File: src/rtl/byte_packer.sv
// Byte-to-word packer: BYTES consecutive bytes form one word, first byte in the MSB.
// Optional BYTE_PACKER_FLUSH_EN adds a flush input and an out_count output for partial words.
module byte_packer #(
    parameter int BYTES = 4
) (
    input  logic                 clk,
    input  logic                 rst_n,
    input  logic                 in_valid,
    input  logic [7:0]           in_byte,
    output logic                 in_ready,
    input  logic                 clr,
    output logic                 out_valid,
    output logic [8*BYTES-1:0]   out_word,
    input  logic                 out_ready,
    output logic                 busy
`ifdef BYTE_PACKER_FLUSH_EN
    ,
    input  logic                 flush,
    output logic [$clog2(BYTES+1)-1:0] out_count
`endif
);

    localparam int W   = 8 * BYTES;
    localparam int CW  = $clog2(BYTES);
    localparam int OCW = $clog2(BYTES + 1);
    localparam logic [CW-1:0] LAST = CW'(BYTES - 1);

    logic [W-1:0]   acc_q, acc_d;
    logic [CW-1:0]  cnt_q, cnt_d;
    logic [W-1:0]   out_word_q, out_word_d;
    logic           out_valid_q, out_valid_d;
    logic [OCW-1:0] out_count_q, out_count_d;

    logic in_fire;
    logic out_fire;
    logic slot_free;
    logic flush_fire;

    assign out_fire  = out_valid_q && out_ready;
    assign slot_free = !out_valid_q || out_ready;

`ifdef BYTE_PACKER_FLUSH_EN
    assign in_ready   = ((cnt_q != LAST) || slot_free) && !flush;
    assign flush_fire = flush && (cnt_q != '0) && slot_free;
    assign out_count  = out_count_q;
`else
    assign in_ready   = (cnt_q != LAST) || slot_free;
    assign flush_fire = 1'b0;
`endif

    assign in_fire   = in_valid && in_ready;
    assign out_valid = out_valid_q;
    assign out_word  = out_word_q;
    assign busy      = (cnt_q != '0);

    always_comb begin
        acc_d       = acc_q;
        cnt_d       = cnt_q;
        out_word_d  = out_word_q;
        out_valid_d = out_valid_q && !out_fire;
        out_count_d = out_count_q;

        if (clr) begin
            acc_d = '0;
            cnt_d = '0;
        end else if (flush_fire) begin
            // Unwritten low bytes of acc are already zero, giving the padding for free.
            out_word_d  = acc_q;
            out_valid_d = 1'b1;
            out_count_d = OCW'(cnt_q);
            acc_d       = '0;
            cnt_d       = '0;
        end else if (in_fire) begin
            if (cnt_q == LAST) begin
                out_word_d  = acc_q | {{(W-8){1'b0}}, in_byte};
                out_valid_d = 1'b1;
                out_count_d = OCW'(BYTES);
                acc_d       = '0;
                cnt_d       = '0;
            end else begin
                for (int i = 0; i < BYTES - 1; i++) begin
                    if (cnt_q == CW'(i)) begin
                        acc_d[W-1-8*i -: 8] = in_byte;
                    end
                end
                cnt_d = cnt_q + CW'(1);
            end
        end
    end

    always_ff @(posedge clk or negedge rst_n) begin
        if (!rst_n) begin
            acc_q       <= '0;
            cnt_q       <= '0;
            out_word_q  <= '0;
            out_valid_q <= 1'b0;
            out_count_q <= '0;
        end else begin
            acc_q       <= acc_d;
            cnt_q       <= cnt_d;
            out_word_q  <= out_word_d;
            out_valid_q <= out_valid_d;
            out_count_q <= out_count_d;
        end
    end

`ifndef BYTE_PACKER_FLUSH_EN
    logic unused_count;
    assign unused_count = ^out_count_q;
`endif

endmodule

File: config.mk
export PLATFORM = sky130hd
export DESIGN_NAME = byte_packer
export DESIGN_NICKNAME = d
export VERILOG_FILES = /design/src/rtl/byte_packer.sv
export SDC_FILE = /design/constraint.sdc
export NUM_CORES = 1
export LEC_CHECK = 0
export ABC_AREA = 1
export BUFFER_PORTS_ARGS = -buffer_cell sky130_fd_sc_hd__buf_2
export CAP_MARGIN = 5
export CORE_ASPECT_RATIO = 1.75
export CORE_MARGIN = 8
export CORE_UTILIZATION = 50
export DETAILED_ROUTE_END_ITERATION = 6
export PLACE_DENSITY = 0.7
export SYNTH_ARGS = -nofsm -noshare
export SYNTH_HDL_FRONTEND = slang
export SYNTH_SLANG_ARGS = --single-unit
File: constraint.sdc
create_clock -name clk -period 3.9 [get_ports clk]
set_input_delay 0.585 -clock clk [delete_from_list [all_inputs] [get_ports clk]]
set_output_delay 0.585 -clock clk [all_outputs]
set_load 0.005 [all_outputs]
==> flow_summary.yaml, run 1 <==
timing:
  period_share_pct: 51.61
  relSlewSlack_pct: 43.34
  maxSlewViolCount: 0
  tns_ps: 0
  worst_slew_pin_slew_ps: 848.3
  clock_skew_ps: 5.806
  fmax_mhz: 496.8
  finalHoldViolCount: 0
  finalSetupViolations: 0
  finalCriticalPeriod_ps: 2013
  fin_hold_ws_ps: 222.8
  rsz0062_at_grt: "false"
die:
  die_h_um: 110.8
  coreArea_um2: 4977
  row_count: 34
  dieArea_um2: 7780
  die_w_um: 70.20
  start_util_pct: 51.63
  num_io_pins: 48
clocking:
  cts_resized: 0
  cts_max_path_buffers: 2
  tritoncts: "yes"
  clockRootBuffer: "clkbuf_8"
  holdBufCountCts: 0
  postCtsSetupRepairBufs: 0
  htreeDepth: 3
  cts_sinks: 59
  clk_pin_slew_ps: 60
  worstSkewPairLatency_ps: 330
  numCtsBuffers: 9
logic_synthesis:
  yosys_warnings: 0
  syn-cell-area_um2: 2570
  syn_avg_cell_area_um2: 9.379
  synth_top_area_cell: "dfrtp_1"
  syn_inst: 274
  ys_seq_elements: 59
  syn_nets: 291
  synth_top_cell_area_share_pct: 57.45
  seq_area_frac_synth_pct: 57.45
  synth_cell_types: 18
  synthTopCellsByArea: "dfrtp_1 (57%), nand2_1 (12%), inv_1 (5.6%)"
global_routing:
  grt_pass1_vias: 1921
  busiest_layer: "met2"
  grt_use_met3_pct: 5.018
  antenna_found_initial: 0
  grt_max_degree: 65
  grt_pass1_wl_mm: 8.845
  grtUsageTotal_pct: 14.05
  grt-ovfl-total: 0
  use_met1_pct: 15.05
  grt.met2_usage_pct: 23.64
setup_path:
  worstReg2RegStart: "cnt_q[1]"
  path_cells: "ha_1, nand4_4, nand2_1, o21ai_2"
  cp_top_family: "simple AND/OR/NAND/NOR gates"
  arrival_ps: 2210
  reg2reg_slack_ps: 1890
  cp_max_fo: 64
  startpoint_type: "register"
  rr_worst_depth: 4
  critPathMaxStageDelay_ps: 720
  criticalPathCategory: "register to register"
  critical_path.slowest_cell: "nand4_4"
  endpoint_kind: "register"
  crit_buf_inv: 0
  crit_required_ps: 4090
  r2r_end: "out_word[20]"
cells_and_area:
  nets: 342
  syn2layout_area_growth_pct: 16.11
  diodes: 0
  nFillCells: 459
  drive_gt1_share_pct: 24.32
route:
  finalWirelength_mm: 5.015
  drt_first_pass_iters: 4
  vias: 1864
  drtIter0Drc: 83
  wl_per_cell_um: 13.09
  vias_per_cell: 4.867
  ant_nets: 0
  drc: 0
min_path:
  hp-class: "input pin to asynchronous set/reset pin"
placed_design:
  port_buffers: 47
  hpwlAfterDp_mm: 3.669
  place_congestion: 0.7441
power_and_ir_drop:
  power_leakage_nw: 1.636
  pwr_density_cell_nw_per_um2: 484.7
  finalPower_mw: 1.446
  peakVddDrop_uv: 408.5
status:
  status: "finished, final reports clean"
run:
  cap_violations: 0
-- flip-flops by register name, summed over array words and instances, names as in the netlist --
name / cells
acc_q: 24
cnt_q: 2
out_valid: 1
out_word: 32
-- cells in the final DEF (no fill, tap or decap) --
cell type and instances:
clkinv_2 1, nand2_2 3, nand3_4 1, o21ai_1 27
a21oi_1 1, clkbuf_8 11, inv_2 2, nand2_4 4
bufinv_16 1, buf_4 1, nor2_4 1, o21ai_2 6
ha_1 4, nand2_1 83, nand4_4 1, inv_1 38
buf_2 47, dfrtp_1 59, nand2_8 1, nor2_1 8
nand3_1 26, clkbuf_1 2, o21ai_0 1
-- final cells by class --
type	count	area (µm²)	area share [%]
flip-flops and latches	59	1476	49.48
multi-input cells	167	853.3	28.60
repair buffers	48	242.7	8.134
clock buffers	13	158.9	5.325
inverters	40	150.1	5.031
well taps	54	67.56	2.264
clock inverters	2	35.03	1.174
-- routing by layer --
layer  vias to the layer above  wire length, µm
met1                       860             2039
met4                         0              142
met3                        12              249
met2                        42             2584
li1                        950                -
met5                         -                0
-- cells by family after synthesis --
group	share of synthesized area (%)
compound gates	7.692
simple gates	23.56
fa+ha+maj	1.947
buf+inv	9.348
flops	57.45
-- stage by stage --
stage	instances	utilization [%]	worst slack [ps]	area, µm²
floorplan	274	-	2498	2570
global placement	368	56.06	1900	2790
detailed placement	368	56.06	1840	2790
CTS	383	59.95	1861	2984
global route	383	59.95	1678	2984
finish	383	59.95	1887	2984
-- how the worst max path moves through the flow --
stage | start | end | depth (start not counted)
after global placement | clr | out_word[20] | 5
after global routing | cnt_q[1] | out_word[19] | 4
after detailed placement | clr | out_word[20] | 5
after CTS | cnt_q[1] | out_word[20] | 4
final | cnt_q[1] | out_word[20] | 4
after floorplan | cnt_q[1] | in_ready | 2
-- cells in the mapped netlist --
library cell	count
nand3_4	1
nand2_8	1
a21oi_1	1
inv_1	38
ha_1	4
buf_6	8
nand2_2	3
nor2_4	1
nand2_1	83
o21ai_0	1
o21ai_1	27
nor2_1	8
nand3_1	26
nand2_4	4
nand4_4	1
dfrtp_1	59
o21ai_2	6
inv_2	2
-- report_power, final --
part / internal, mW / switching, mW
Combinational: 0.0751 / 0.113
Clock: 0.326 / 0.217
Sequential: 0.679 / 0.0359
Power figures use the tool's default switching activity.
==> run 2, diff against run 1 <==
==> config.mk (replaced) <==
export PLATFORM = sky130hd
export DESIGN_NAME = byte_packer
export DESIGN_NICKNAME = d
export VERILOG_FILES = /design/src/rtl/byte_packer.sv
export SDC_FILE = /design/constraint.sdc
export NUM_CORES = 1
export LEC_CHECK = 0
export ABC_AREA = 0
export BUFFER_PORTS_ARGS = -buffer_cell sky130_fd_sc_hd__buf_2
export CAP_MARGIN = 5
export CORE_ASPECT_RATIO = 1.75
export CORE_MARGIN = 8
export CORE_UTILIZATION = 49
export DETAILED_ROUTE_END_ITERATION = 6
export PLACE_DENSITY = 0.72
export SYNTH_ARGS = -nofsm -noshare
export SYNTH_HDL_FRONTEND = slang
export SYNTH_SLANG_ARGS = --single-unit
==> constraint.sdc (replaced) <==
create_clock -name clk -period 1.73 [get_ports clk]
set_input_delay 0.2595 -clock clk [delete_from_list [all_inputs] [get_ports clk]]
set_output_delay 0.2595 -clock clk [all_outputs]
set_load 0.005 [all_outputs]
==> flow_summary.yaml, run 2 <==
global_routing:
  grt_max_degree: 60
  grtUsageTotal_pct: 13.74
  antenna_found_initial: 0
  grt_pass1_vias: 1733
  grt-ovfl-total: 0
  grt_pass1_wl_mm: 8.611
logic_synthesis:
  synth_top_area_cell: "dfrtp_1"
  synth_top_cell_area_share_pct: 57.06
  yosys_warnings: 0
  synth_enable_flop_cells: 0
  syn_avg_cell_area_um2: 14.62
  syn_inst: 177
  yosys_most_used_dff: "dfrtp_1"
  synth_cell_types: 21
  synth_most_common_cell: "dfrtp_1"
  syn_nets: 194
  synthArstFlopShare_pct: 100.0
  synthTopCellsByArea: "dfrtp_1 (57%), mux2_2 (13%), mux2i_1 (9.3%)"
  ys_seq_elements: 59
  seq_area_frac_synth_pct: 57.06
  synthTopCellsByCount: "dfrtp_1 (59), mux2_2 (30), mux2i_1 (24), nand2b_1 (24), or3b_1 (8)"
  syn-cell-area_um2: 2587
route:
  wl_per_cell_um: 16.99
  drt_first_pass_iters: 3
  vias: 1535
  finalWirelength_mm: 4.979
  ant_nets: 0
  drc: 0
  drtIter0Drc: 37
  vias_per_cell: 5.239
run:
  cap_violations: 0
cells_and_area:
  layout_common_cells: "dfrtp_1 (59), buf_2 (47), mux2_2 (30)"
  largest_reg_flops: 32
  syn2layout_area_growth_pct: 19.87
  diodes: 0
  fin_util_pct: 60.02
  fin_area_um2: 3102
  drive_gt1_share_pct: 45.38
  nets: 250
  layout_commonest_cell: "dfrtp_1"
status:
  status: "finished, final reports clean"
clocking:
  tritoncts: "yes"
  numCtsBuffers: 9
  htreeDepth: 3
  cts_max_path_buffers: 2
  cts_sinks: 59
  clockRootBuffer: "clkbuf_8"
  postCtsSetupRepairBufs: 0
  worstSkewPairLatency_ps: 330
  clk_pin_slew_ps: 60
placed_design:
  place_congestion: 0.7259
  dp_slack_ps: 81.93
  port_buffers: 47
  place_area_um2: 2887
  hpwlAfterDp_mm: 3.486
timing:
  period_share_pct: 94.47
  tns_ps: 0
  layout_setup_ws_ps: 95.65
  rsz0062_at_grt: "false"
  fmax_mhz: 611.9
  fin_hold_ws_ps: 145.3
  clock_skew_ps: 6.889
  finalHoldViolCount: 0
  finalCriticalPeriod_ps: 1634
  maxSlewViolCount: 0
  relSlewSlack_pct: 72.67
  worst_slew_pin_slew_ps: 407.9
  finalSetupViolations: 0
setup_path:
  cp_top_family: "flip-flops"
  crit_required_ps: 1470
  cp_max_fo: 6
  crit_buf_inv: 1
  reg2reg_slack_ps: 130
  path_cells: "ha_2, nand3b_2, buf_2"
  worstReg2RegStart: "cnt_q[1]"
  arrival_ps: 1370
  endpoint_kind: "primary output"
  critPathMaxStageDelay_ps: 390
  startpoint_type: "register"
  r2r_end: "out_word[12]"
  cp.depth: 3
  critical_path.slowest_cell: "dfrtp_1"
  rr_worst_depth: 5
  criticalPathCategory: "register to primary output"
die:
  die_w_um: 70.93
  start_util_pct: 50.07
  die_h_um: 112.1
  dieArea_um2: 7953
  coreArea_um2: 5167
  row_count: 35
  num_io_pins: 48
min_path:
  min_path_cells: 2
  hp-class: "input pin to register"
  min_to: "out_valid"
  hp-start: "out_ready"
power_and_ir_drop:
  peakVddDrop_uv: 759.6
  power_leakage_nw: 1.706
  pwr_density_cell_nw_per_um2: 991.9
-- run 2: changes by cell type in the layout (fill, tap and decap cells not counted), sizes merged, moves of 4 or more --
cell	previous run	this run
mux2	0	32
nand2b	0	24
mux2i	0	24
buf	48	53
or3b	0	8
o21ai	34	1
nand3	27	0
nand2	91	0
nor2	9	0
clkinvlp	0	4
inv	40	5
-- run 2: timing repair --
action | in CTS | in global routing
hold endpoints to repair | 59 | 0
hold buffers | 1 | 0
gates resized for setup | 0 | 1
setup endpoints to repair | 0 | 5
-- run 2: how the worst max path moves through the flow --
stage,slack [ps],start,to
finish,100,cnt_q[1],in_ready
global route,20,cnt_q[1],in_ready
CTS,10,cnt_q[1],in_ready
detailed placement,80,cnt_q[1],out_word[4]
global placement,130,cnt_q[1],out_word[10]
floorplan,200,cnt_q[0],out_word[6]
-- run 2: kinds of logic after synthesis --
group | share of synthesized area, %
AOI/OAI and AO/OA | 3.191
adders and majority gates | 1.934
buffers and inverters | 3.627
DFF | 57.06
muxes | 23.50
and+or+nand+nor | 10.69
-- run 2: area by class of cell --
type / instances / area (µm²)
Clock buffer: 10 / 137.6
Clock inverter: 6 / 65.06
Fill cell: 431 / 2066
Inverter: 5 / 18.77
Multi-Input combinational cell: 104 / 1020
Sequential cell: 59 / 1476
Tap cell: 55 / 68.82
Timing Repair Buffer: 54 / 315.3
-- run 2: worst register-to-register path, delay by kind of cell, from the launching register on --
kind                       cells  cell delay [ps]
muxes                          1              370
DFF                            1              390
adders and majority gates      1              260
buffers and inverters          1              220
AOI/OAI and AO/OA              1              140
and+or+nand+nor                1              100
-- run 2: through the flow --
stage          power (mW)  instances
6_report            3.077        293
5_1_grt             3.215        293
4_1_cts             3.122        293
3_5_place_dp        1.868        276
3_3_place_gp        1.858        276
2_1_floorplan       1.710        177
-- run 2: where the power goes --
group	internal [mW]	leakage, nW	switching [mW]
registers	1.47	0.811	0.0462
logic	0.164	0.804	0.154
clock network	0.700	0.0905	0.544
total	2.33	1.71	0.744
-- run 2: routing by layer --
| metal | vias to the layer above | share of wire [%] | global-route usage, % |
|---|---|---|---|
| met3 | 12 | 5.1 | 5.089 |
| met2 | 39 | 51 | 22.15 |
| met1 | 761 | 42 | 15.39 |
| li1 | 723 | - | - |
| met4 | 0 | 2.5 | 6.993 |
| met5 | - | 0 | 0 |
==> run 3, diff against run 2 <==
==> config.mk (replaced) <==
export PLATFORM = sky130hd
export DESIGN_NAME = byte_packer
export DESIGN_NICKNAME = d
export VERILOG_FILES = /design/src/rtl/byte_packer.sv
export SDC_FILE = /design/constraint.sdc
export NUM_CORES = 1
export LEC_CHECK = 0
export ABC_AREA = 0
export CAP_MARGIN = 5
export CORE_ASPECT_RATIO = 1.75
export CORE_MARGIN = 8
export CORE_UTILIZATION = 50
export DETAILED_ROUTE_END_ITERATION = 6
export DONT_BUFFER_PORTS = 1
export PLACE_DENSITY = 0.65
export SYNTH_ARGS = -nofsm -noshare
export SYNTH_HDL_FRONTEND = slang
export SYNTH_SLANG_ARGS = --single-unit
==> flow_summary.yaml, run 3 (synthesized netlist as in run 2, its figures left out) <==
status:
  status: "finished, final reports clean"
route:
  ant_nets: 0
  drc: 0
  dr_wl_met2_mm: 2.735
  finalWirelength_mm: 5.106
  vias: 1398
  drt_first_pass_iters: 4
  vias_per_cell: 5.683
  wl_met3_um: 383
  top_layer: "met4"
  drtIter0Drc: 55
  wl_met1_mm: 1.890
  wl_per_cell_um: 20.76
die:
  dieArea_um2: 7824
  num_io_pins: 48
  row_count: 34
  coreArea_um2: 4977
  die_h_um: 111.2
  start_util_pct: 51.99
  die_w_um: 70.38
timing:
  maxSlewViolCount: 0
  rsz0062_at_grt: "false"
  finalHoldViolCount: 0
  finalSetupViolations: 0
  relSlewSlack_pct: 73.73
  tns_ps: 0
  worst_slew_pin_slew_ps: 392.1
  period_share_pct: 93.24
  finalCriticalPeriod_ps: 1613
  fin_hold_ws_ps: 33.17
  clock_skew_ps: 8.598
  fmax_mhz: 619.9
placed_design:
  place_area_um2: 2663
  hpwlAfterDp_mm: 3.631
  port_buffers: 0
  place_congestion: 0.7108
cells_and_area:
  fin_util_pct: 60.00
  layout_common_cells: "dfrtp_1 (59), mux2_2 (30), nand2b_1 (24), mux2i_1 (24), clkbuf_8 (11)"
  nFillCells: 389
  fin_area_um2: 2987
  drive_gt1_share_pct: 31.77
  syn2layout_area_growth_pct: 15.43
  layout_commonest_cell: "dfrtp_1"
  nets: 204
  multi_input_area_um2: 1028
  register_area_um2: 1476
  diodes: 0
  largest_reg_flops: 32
setup_path:
  cp_max_fo: 16
  arrival_ps: 1830
  criticalPathCategory: "register to register"
  crit_required_ps: 1940
  endpoint_kind: "register"
  startpoint_type: "register"
clocking:
  tritoncts: "yes"
  numCtsBuffers: 9
  clockRootBuffer: "clkbuf_8"
  cts_sinks: 59
  worstSkewPairLatency_ps: 330
  htreeDepth: 3
  cts_max_path_buffers: 2
  clk_pin_slew_ps: 60
power_and_ir_drop:
  pwr_density_cell_nw_per_um2: 1161
  power_leakage_nw: 1.561
  peakVddDrop_uv: 1077
  finalPower_mw: 3.466
global_routing:
  grt-ovfl-total: 0
  grt_pass1_wl_mm: 8.542
  grtUsageTotal_pct: 14.05
  grt_pass1_vias: 1585
  grt_max_degree: 60
  antenna_found_initial: 0
run:
  cap_violations: 0
min_path:
  hp-class: "input pin to register"
[run 3: final cells by class]
type	instances	share of cell area, %
clock buffer	12	5.195
clock inverter	4	4.022
inverter	5	0.6284
multi-input combinational	104	34.44
sequential	59	49.43
tap	54	2.262
timing repair buffer	8	4.022
[run 3: where the power goes]
| group | switching, mW | internal [mW] | leakage [nW] | total, mW |
|---|---|---|---|---|
| Combinational | 0.110 | 0.124 | 0.613 | 0.233 |
| Sequential | 0.0675 | 1.47 | 0.811 | 1.54 |
| Clock | 0.514 | 1.18 | 0.137 | 1.70 |
[run 3: final timing paths]
path	start	end	slack, ps	cells past startpoint
max in group asynchronous	rst_n	cnt_q[0]	1020	2
worst max register to register	cnt_q[0]	out_word[17]	120	5
worst min-delay path	clr	cnt_q[0]	30	1
min in group asynchronous	rst_n	acc_q[17]	470	2
worst min register to register	acc_q[15]	out_word[15]	510	1
worst max-delay path	cnt_q[0]	out_word[17]	120	5
[run 3: critical path, stage by stage, from the launching register on]
cell      delay, ps
dfrtp_1         400
ha_2            270
nand3b_4        100
a21oi_4         190
buf_12          190
mux2_2          350
[run 3: per-layer routing]
metal / vias to the layer above / global-route usage [%]
met5: - / 0
met4: 0 / 7.547
met3: 9 / 6.362
met2: 37 / 23.06
met1: 722 / 14.39
li1: 630 / -
[run 3: timing repair]
item | 4_1_cts | 5_1_grt
setup buffers | 0 | 0
hold buffers | 2 | 0
resized for setup | 1 | 1
endpoints found under the hold margin | 59 | 0
setup endpoints to repair | 1 | 1
[run 3: per-stage QoR]
step           std cells  setup slack, ps
2_1_floorplan        177            195.6
3_3_place_gp         228            170.0
3_5_place_dp         228            77.00
4_1_cts              246            40.65
5_1_grt              246            43.90
6_report             246            116.9
